<file path="src/rtl/dp_ram_arb_pkg.sv">
// dp_ram_arb_pkg: shared types, register-map constants and helpers for the dual-port RAM port arbiter.
package dp_ram_arb_pkg;

   typedef enum logic {ARB_FREE, ARB_LOCKED} arb_state_t;

   localparam logic [3:0] CONTROL  = 4'h0;
   localparam logic [3:0] DATA_IN  = 4'h1;
   localparam logic [3:0] DATA_OUT = 4'h2;
   localparam logic [3:0] STATUS   = 4'h3;

   function automatic int clog2_min1(input int n);
      return (n < 2) ? 1 : $clog2(n);
   endfunction

endpackage

</file>
<file path="src/rtl/rr_priority_select.sv">
// rr_priority_select: picks the first active request at or above the pointer, wrapping around.
module rr_priority_select
   import dp_ram_arb_pkg::*;
#(
   parameter int N_REQ = 2,
   parameter int PW    = clog2_min1(N_REQ)
) (
   input  logic [N_REQ-1:0] req,
   input  logic [PW-1:0]    ptr,
   output logic [N_REQ-1:0] winner,
   output logic [PW-1:0]    idx
);

   logic found;

   // Two ascending passes: indices at/above the pointer first, then the wrapped-around ones.
   always_comb begin
      winner = '0;
      idx    = '0;
      found  = 1'b0;
      for (int j = 0; j < N_REQ; j++) begin
         if (!found && req[j] && PW'(j) >= ptr) begin
            winner[j] = 1'b1;
            idx       = PW'(j);
            found     = 1'b1;
         end
      end
      for (int j = 0; j < N_REQ; j++) begin
         if (!found && req[j] && PW'(j) < ptr) begin
            winner[j] = 1'b1;
            idx       = PW'(j);
            found     = 1'b1;
         end
      end
   end

endmodule

</file>
<file path="src/rtl/dp_ram_port_arbiter.sv">
// dp_ram_port_arbiter: round-robin sharing of the FPGA-side RAM port between N_REQ requesters,
// with per-requester locking for atomic sequences and registered RAM-side signals.
module dp_ram_port_arbiter
   import dp_ram_arb_pkg::*;
#(
   parameter int N_REQ  = 2,
   parameter int ADDR_W = 4,
   parameter int DATA_W = 32,
   parameter int RD_LAT = 1
) (
   input  logic                      CLK,
   input  logic                      rst,
   input  logic [N_REQ-1:0]          req,
   input  logic [N_REQ-1:0]          lock,
   input  logic [N_REQ-1:0]          we,
   input  logic [N_REQ*ADDR_W-1:0]   addr,
   input  logic [N_REQ*DATA_W-1:0]   wdata,
   input  logic [N_REQ*4-1:0]        be,
   output logic [N_REQ-1:0]          gnt,
   output logic [N_REQ-1:0]          rvalid,
   output logic [DATA_W-1:0]         rdata,
   output logic [ADDR_W-1:0]         ADDR,
   output logic                      WRITE_F,
   output logic [DATA_W-1:0]         WRITE_DATA,
   output logic [3:0]                BYTE_ENABLE,
   input  logic [DATA_W-1:0]         READ_DATA,
   output logic [clog2_min1(N_REQ):0] owner_o
);

   localparam int PW = clog2_min1(N_REQ);

   arb_state_t          state;
   logic [PW-1:0]       ptr;
   logic [PW-1:0]       owner;
   logic [N_REQ-1:0]    sel;
   logic [PW-1:0]       sel_idx;
   logic [N_REQ-1:0]    lk_gnt;
   logic [PW-1:0]       acc_idx;
   logic                acc;
   logic                we_s;
   logic                lock_s;
   logic [ADDR_W-1:0]   addr_s;
   logic [DATA_W-1:0]   wdata_s;
   logic [3:0]          be_s;
   logic [RD_LAT:0]     rd_v;
   logic [PW-1:0]       rd_i [RD_LAT+1];

   function automatic logic [PW-1:0] nxt(input logic [PW-1:0] i);
      return (i == PW'(N_REQ-1)) ? '0 : i + 1'b1;
   endfunction

   rr_priority_select #(.N_REQ(N_REQ), .PW(PW)) u_sel (
      .req    (req),
      .ptr    (ptr),
      .winner (sel),
      .idx    (sel_idx)
   );

   always_comb begin
      lk_gnt        = '0;
      lk_gnt[owner] = req[owner];
      gnt           = !rst ? '0 : (state == ARB_LOCKED) ? lk_gnt : sel;
      acc           = |gnt;
      acc_idx       = (state == ARB_LOCKED) ? owner : sel_idx;
   end

   always_comb begin
      we_s    = 1'b0;
      lock_s  = 1'b0;
      addr_s  = '0;
      wdata_s = '0;
      be_s    = '0;
      for (int i = 0; i < N_REQ; i++) begin
         if (acc_idx == PW'(i)) begin
            we_s    = we[i];
            lock_s  = lock[i];
            addr_s  = addr[i*ADDR_W +: ADDR_W];
            wdata_s = wdata[i*DATA_W +: DATA_W];
            be_s    = be[i*4 +: 4];
         end
      end
   end

   always_comb begin
      rvalid                 = '0;
      rvalid[rd_i[RD_LAT]]   = rd_v[RD_LAT];
   end

   assign rdata   = READ_DATA;
   assign owner_o = {state == ARB_LOCKED, (state == ARB_LOCKED) ? owner : ptr};

   // Read tags ride a shift register aligned with the RAM latency; reset flushes them.
   always_ff @(posedge CLK or negedge rst) begin
      if (!rst) begin
         ADDR        <= '0;
         WRITE_F     <= 1'b0;
         WRITE_DATA  <= '0;
         BYTE_ENABLE <= '0;
         rd_v        <= '0;
         for (int k = 0; k <= RD_LAT; k++) rd_i[k] <= '0;
         state       <= ARB_FREE;
         owner       <= '0;
         ptr         <= '0;
      end else begin
         WRITE_F     <= acc & we_s;
         BYTE_ENABLE <= acc ? be_s : 4'h0;
         if (acc) ADDR <= addr_s;
         if (acc && we_s) WRITE_DATA <= wdata_s;
         rd_v    <= {rd_v[RD_LAT-1:0], acc & ~we_s};
         rd_i[0] <= acc_idx;
         for (int k = 1; k <= RD_LAT; k++) rd_i[k] <= rd_i[k-1];
         if (state == ARB_FREE) begin
            if (acc && lock_s) begin
               state <= ARB_LOCKED;
               owner <= acc_idx;
            end else if (acc) begin
               ptr <= nxt(acc_idx);
            end
         end else if (!lock[owner]) begin
            state <= ARB_FREE;
            ptr   <= nxt(owner);
         end
      end
   end

endmodule

</file>
<file path="config.mk">
export PLATFORM = sky130hd
export DESIGN_NAME = dp_ram_port_arbiter
export DESIGN_NICKNAME = d
export VERILOG_FILES = /design/src/rtl/dp_ram_arb_pkg.sv /design/src/rtl/rr_priority_select.sv /design/src/rtl/dp_ram_port_arbiter.sv
export SDC_FILE = /design/constraint.sdc
export NUM_CORES = 1
export LEC_CHECK = 0
export CORE_MARGIN = 10
export CORE_UTILIZATION = 34
export CTS_CLUSTER_DIAMETER = 80
export DETAILED_ROUTE_END_ITERATION = 10
export GPL_ROUTABILITY_DRIVEN = 0
export PLACE_DENSITY = 0.81
export SYNTH_ARGS = -nofsm -noshare
export SYNTH_HDL_FRONTEND = slang
export SYNTH_SLANG_ARGS = --single-unit
</file>
<file path="constraint.sdc">
create_clock -name CLK -period 1.8 [get_ports CLK]
set_input_delay 0.36 -clock CLK [delete_from_list [all_inputs] [get_ports CLK]]
set_output_delay 0.36 -clock CLK [all_outputs]
set_load 0.01 [all_outputs]
</file>
Word level (Yosys, flattened, before mapping). Index checks and enable logic that the tools add are counted.

Magnitude comparators: 8. Add/sub/neg operators: 2. Bitwise gates (word level): 6. Reduce and logical (&&, ||, !) cells: 18. Multiplexer cells: 35. Eq/ne operators: 2.

Operators by type and width (count): $mux 32 (1); $mux 1 (27); $mux 4 (3); $logic_and 1x1->1 (11); $and 2x2->2 (2); $lt 1x2->1 const B (2); $mux 2 (2); $ne 2x2->1 const B (2); $logic_not 1->1 (3); $reduce_and 3->1 (1); $add 1x1->1 const B (2); $and 1x1->1 (2); $demux 1 s1 (2); $ge 1x1->1 const A (2); $ge 1x1->1 const B (2); $lt 1x1->1 const A (2); $not 1->1 (2); $reduce_and 2->1 (1); $reduce_bool 2->1 (1); $reduce_or 2->1 (1).

Bits in registers: 48. Word-level logic and storage cells: 81. Output and inout port bits: 79. Input port bits: 120.

Depth between registers and ports, before layout.
Depth in word-level cells: 21. Mapped depth: 8. Mapped depth without buffers: 6.

Hierarchy. From an unflattened synthesis, not the netlist that was laid out.

Cells, all modules: 217. Area total of the unflattened synthesis: 2626.3 um2.

By module, submodules not included: dp_ram_port_arbiter (times used 1, cells an instance 213, area each 2600.0 um2, sequential area each 1201.2 um2); rr_priority_select (times used 1, cells an instance 4, area each 26.3 um2, sequential area each 0.0 um2).

Least setup slack after synthesis. Ideal clock, no wire load.

Kind: register to register. From: register state. To: register WRITE_DATA[10]. Setup time: 0.073 ns. Buffers on the path: 2. Stages on the path, launching flop included: 9. Clock period less this slack: 1.550 ns. Arrival: 1.477 ns. Data required time: 1.727 ns. Slack: 0.250 ns. Path through: dfrtp_1 -> buf_6 -> nand2b_4 -> o21a_4 -> clkinv_4 -> nand2_4 -> a21oi_4 -> buf_6 -> a2bb2oi_2.

Word-level cells in the longest chain between the ends: 4. Elaborated cells on any way between the ends: 7. Those cells by class: 5 x mux; 2 x reduce/logical.

RTL lines: from (decl) (line dp_ram_port_arbiter.sv:32) `arb_state_t state;`; from (signal assigned) (line dp_ram_port_arbiter.sv:101) `state <= ARB_FREE;`; from (signal assigned) (line dp_ram_port_arbiter.sv:114) `state <= ARB_LOCKED;`; from (signal assigned) (line dp_ram_port_arbiter.sv:120) `state <= ARB_FREE;`; $mux 2 (2 in series) (line dp_ram_port_arbiter.sv:62) `gnt = !rst ? '0 : (state == ARB_LOCKED) ? lk_gnt : sel;`; $reduce_or 2->1 (line dp_ram_port_arbiter.sv:63) `acc = |gnt;`; $logic_and 1x1->1 (line dp_ram_port_arbiter.sv:108) `if (acc && we_s) WRITE_DATA <= wdata_s;`; to (signal assigned) (line dp_ram_port_arbiter.sv:108); to (decl) (line dp_ram_port_arbiter.sv:24) `output logic [DATA_W-1:0] WRITE_DATA,`.

Several ways; a longest one is shown, not always the timed one. A chain may end at the register's enable or synchronous reset.

Worst setup path after layout.
From: register state. To: register WRITE_DATA[1].

Same word-level chain as after synthesis.

==> summary.md <==
| Metric | Value |
|---|---|
| Share of layout cells above drive strength 1 | `0.224` |
| Flop pwr share | `0.354` |
| Distinct cell type count after synthesis | `29` |
| Worst path arrival time | `2.00 ns` |
| CTS root buffer | `clkbuf_8` |
| Fin cells | `439` |
| Cell Area, Placed | `between 3000 and 4000 um^2` |
| Core Region | `approximately 7300 um^2` |
| Worst Skew | `approximately 0.0065 ns` |
| Critical Path Start Type | `register` |
| Worst-path fanout max | `8` |
| Clock power share | `0.141` |
| Period utilization | `0.988` |
| Status | `finished, final reports clean` |
| Syn Area/Cell | `11.5 um^2` |
| NetSw | `1570 uW` |
| Die Wd | `between 100 and 150 um` |
| CTS tree | `done` |
| Cells after synthesis | `226` |
| Synth Area in Adders | `0` |
| Post-synthesis sequential area ratio | `0.461` |
| Final min period | `1.78 ns` |
| Hold slack | `around 0.089 ns` |
| H-tree levels | `2` |
| Largest family of logic cells by synthesized area | `compound AO/OA/AOI/OAI gates` |
| Max-cap violations | `0` |
| Synth Area in XOR/XNOR | `0` |
| Synth Cell Area | `2600 um^2` |
| Total routed wirelength | `8310 um` |
| CTS Buf Count | `5` |
| Max Fclk | `562 MHz` |
| Top cell type by total area after synthesis | `dfrtp_1` |
| Worst-path clk slew | `0.09 ns` |
| Initial antenna violation count | `0` |
| YS warnings | `0` |
| Slew @ Worst Pin | `0.350 ns` |
| Internal power | `3360 uW` |
| Sink Count | `48` |
| Core Rows | `31` |
| Crit path launch | `state` |
| Port bufs | `134` |
| Reg2reg start | `state` |
| Hold Path Class | `input port to asynchronous set/reset pin` |
| Finished Cell Area | `slightly above 4000 um^2` |
| Comb power frac | `0.505` |
| Initial Utilization | `0.355` |
| # diodes | `0` |
| DP Cell Count | `approximately 430` |
| Syn Nets | `about 350` |
| Setup violators final | `0` |
| Final slew viol count | `0` |
| Setup crit end kind | `register` |
| Simple-gate portion of the synthesized area | `0.0663` |
| Vias in the first global route | `2400` |
| Synth top area cells | `dfrtp_1 (46%), a2bb2oi_2 (17%), buf_4 (9.5%)` |
| Hold buffers post-CTS | `0` |
| Dpl hpwl | `approximately 6400 um` |
| First-pass DRT Iterations | `4` |
| Die Y | `108 um` |
| Initial detailed-routing violation count | `58` |
| Synth Register Bits | `48` |
| CTS Buffer Depth | `2` |
| Hold Violations, Final | `0` |
| Die area | `between 10000 and 15000 um^2` |
| Skew-Pair Late Insertion Delay | `slightly below 0.3 ns` |
| Compound-gate portion of the synthesized area | `0.318` |
| Nets | `460` |
| Max_slew headroom | `0.766` |
| VDD IR max | `around 570 uV` |
| Routed Antenna Nets | `0` |
| Via Count | `roughly 2200` |
| Total global-route track usage | `0.132` |
| DRC violations left | `0` |
| Mux contribution to synthesized area | `0.00769` |
| Pleak | `roughly 0.0016 uW` |
| Crit path required time | `2.02 ns` |
| Pwr Density | `1190 nW/um^2` |
| RSZ-0062 raised after global routing | `yes` |
| Pwr Total | `4930 uW` |
| Post-synth top area share | `0.461` |
| Largest net degree at the start of global routing | `34` |
| Vias per cell | `4.98` |
| CP Class | `register to register` |
| Switching Share | `0.318` |
| Avg WL per Cell | `18.9 um` |
| Global route total overflow | `0` |
| Post-layout util | `0.564` |
| IO Count | `199` |
| Area Overhead vs Synth | `58.9%` |
| First-pass GRT wire length | `12400 um` |
metrics by stage:
| step | TNS, ns | setup slack (ns) |
|---|---|---|
| 3_5_place_dp | -13.20 | -0.423 |
| 6_report | 0 | 0.0216 |
| 5_1_grt | -0.411 | -0.0391 |
| 3_3_place_gp | -9.44 | -0.357 |
| 4_1_cts | -0.00761 | -0.00761 |
| 2_1_floorplan | 0 | 0.250 |
placed cells by master, fill, tap and decap left out, types with 2 or more instances in the layout:
master           count
a21oi_1              7
buf_2                2
o21ai_0              3
a31oi_1              6
nand2_1             20
inv_1                2
dfrtp_2              2
o22ai_1             33
nor2_1               5
a2bb2oi_2           30
clkbuf_8             7
a2bb2oi_1            2
dfrtp_1             46
buf_12               7
and3_1               2
dlygate4sd2_1        2
mux2i_1              2
buf_4               13
clkdlybuf4s50_1    128
clkbuf_16            3
layout make-up:
| type | count | area (um^2) |
|---|---|---|
| Tap cell | 99 | 124 |
| Inverter | 3 | 16.3 |
| Sequential cell | 48 | 1200 |
| Timing Repair Buffer | 158 | 1650 |
| Clock buffer | 7 | 96.3 |
| Fill cell | 610 | 3190 |
| Multi-Input combinational cell | 124 | 1050 |
registers in the layout, indices dropped and copies added, names as in the netlist:
signal / flops
rd_i: 2
owner: 1
state: 1
ADDR: 4
WRITE_F: 1
WRITE_DATA: 32
ptr: 1
BYTE_ENABLE: 4
rd_v: 2
Yosys cell counts:
library cell	instances
nand3_1	1
dfrtp_1	48
o22ai_1	33
o221a_2	1
o31ai_1	1
buf_4	33
a2bb2oi_1	3
nand2_4	2
nand2b_1	1
a21oi_1	7
a21boi_1	1
inv_1	2
o21a_4	1
and2_1	1
nor2b_1	2
buf_6	5
mux2i_1	2
clkbuf_1	3
nor2_1	5
and3_1	2
o21ai_0	3
o221ai_2	1
a31oi_1	6
clkinv_4	1
nand2b_4	1
a21oi_4	1
buf_2	10
a2bb2oi_2	29
nand2_1	20
what timing repair did:
action	4_1_cts	5_1_grt
gates cloned	0	3
setup endpoints to repair	28	34
pin swaps	0	2
resized for setup	10	8
setup buffers	0	2
routing by layer:
layer,global-route usage,routed length [um],vias up
met1,0.132,3070,1058
met2,0.259,4540,86
li1,-,-,1029
met4,0.0153,48,0
met3,0.0443,646,14
met5,0,0,-
path summary, 6_finish.rpt:
| check | cells past startpoint | slack [ns] | end |
|---|---|---|---|
| min in group CLK | 0 | 0.36 | rd_v[1] |
| max | 9 | 0.02 | WRITE_DATA[1] |
| min | 2 | 0.09 | WRITE_DATA[26] |
| min reg2reg | 0 | 0.36 | rd_v[1] |
| max reg2reg | 9 | 0.02 | WRITE_DATA[1] |
| max in group asynchronous | 2 | 1.41 | owner |
critical path, cell delays in order (launching register included):
cell       delay (ns)
dfrtp_2          0.46
buf_6            0.13
nand2b_4         0.13
o21a_4           0.24
clkinv_4         0.07
nand2_8          0.07
a21oi_4          0.15
buf_12           0.15
buf_12           0.13
a2bb2oi_1        0.15
power by group through the flow:
stage               combinational, uW  clock (uW)  sequential (uW)
finish                           2490         697             1750
detailed placement               2440           0             1760
CTS                              2440         719             1750
global route                     2660         756             1800
floorplan                        1070           0             1900
global placement                 2400           0             1740
kinds of logic after synthesis:
group,Yosys count
buf+inv,54
simple gates,35
flops,48
mux,2
compound gates,87
Power figures use the tool's default switching activity.
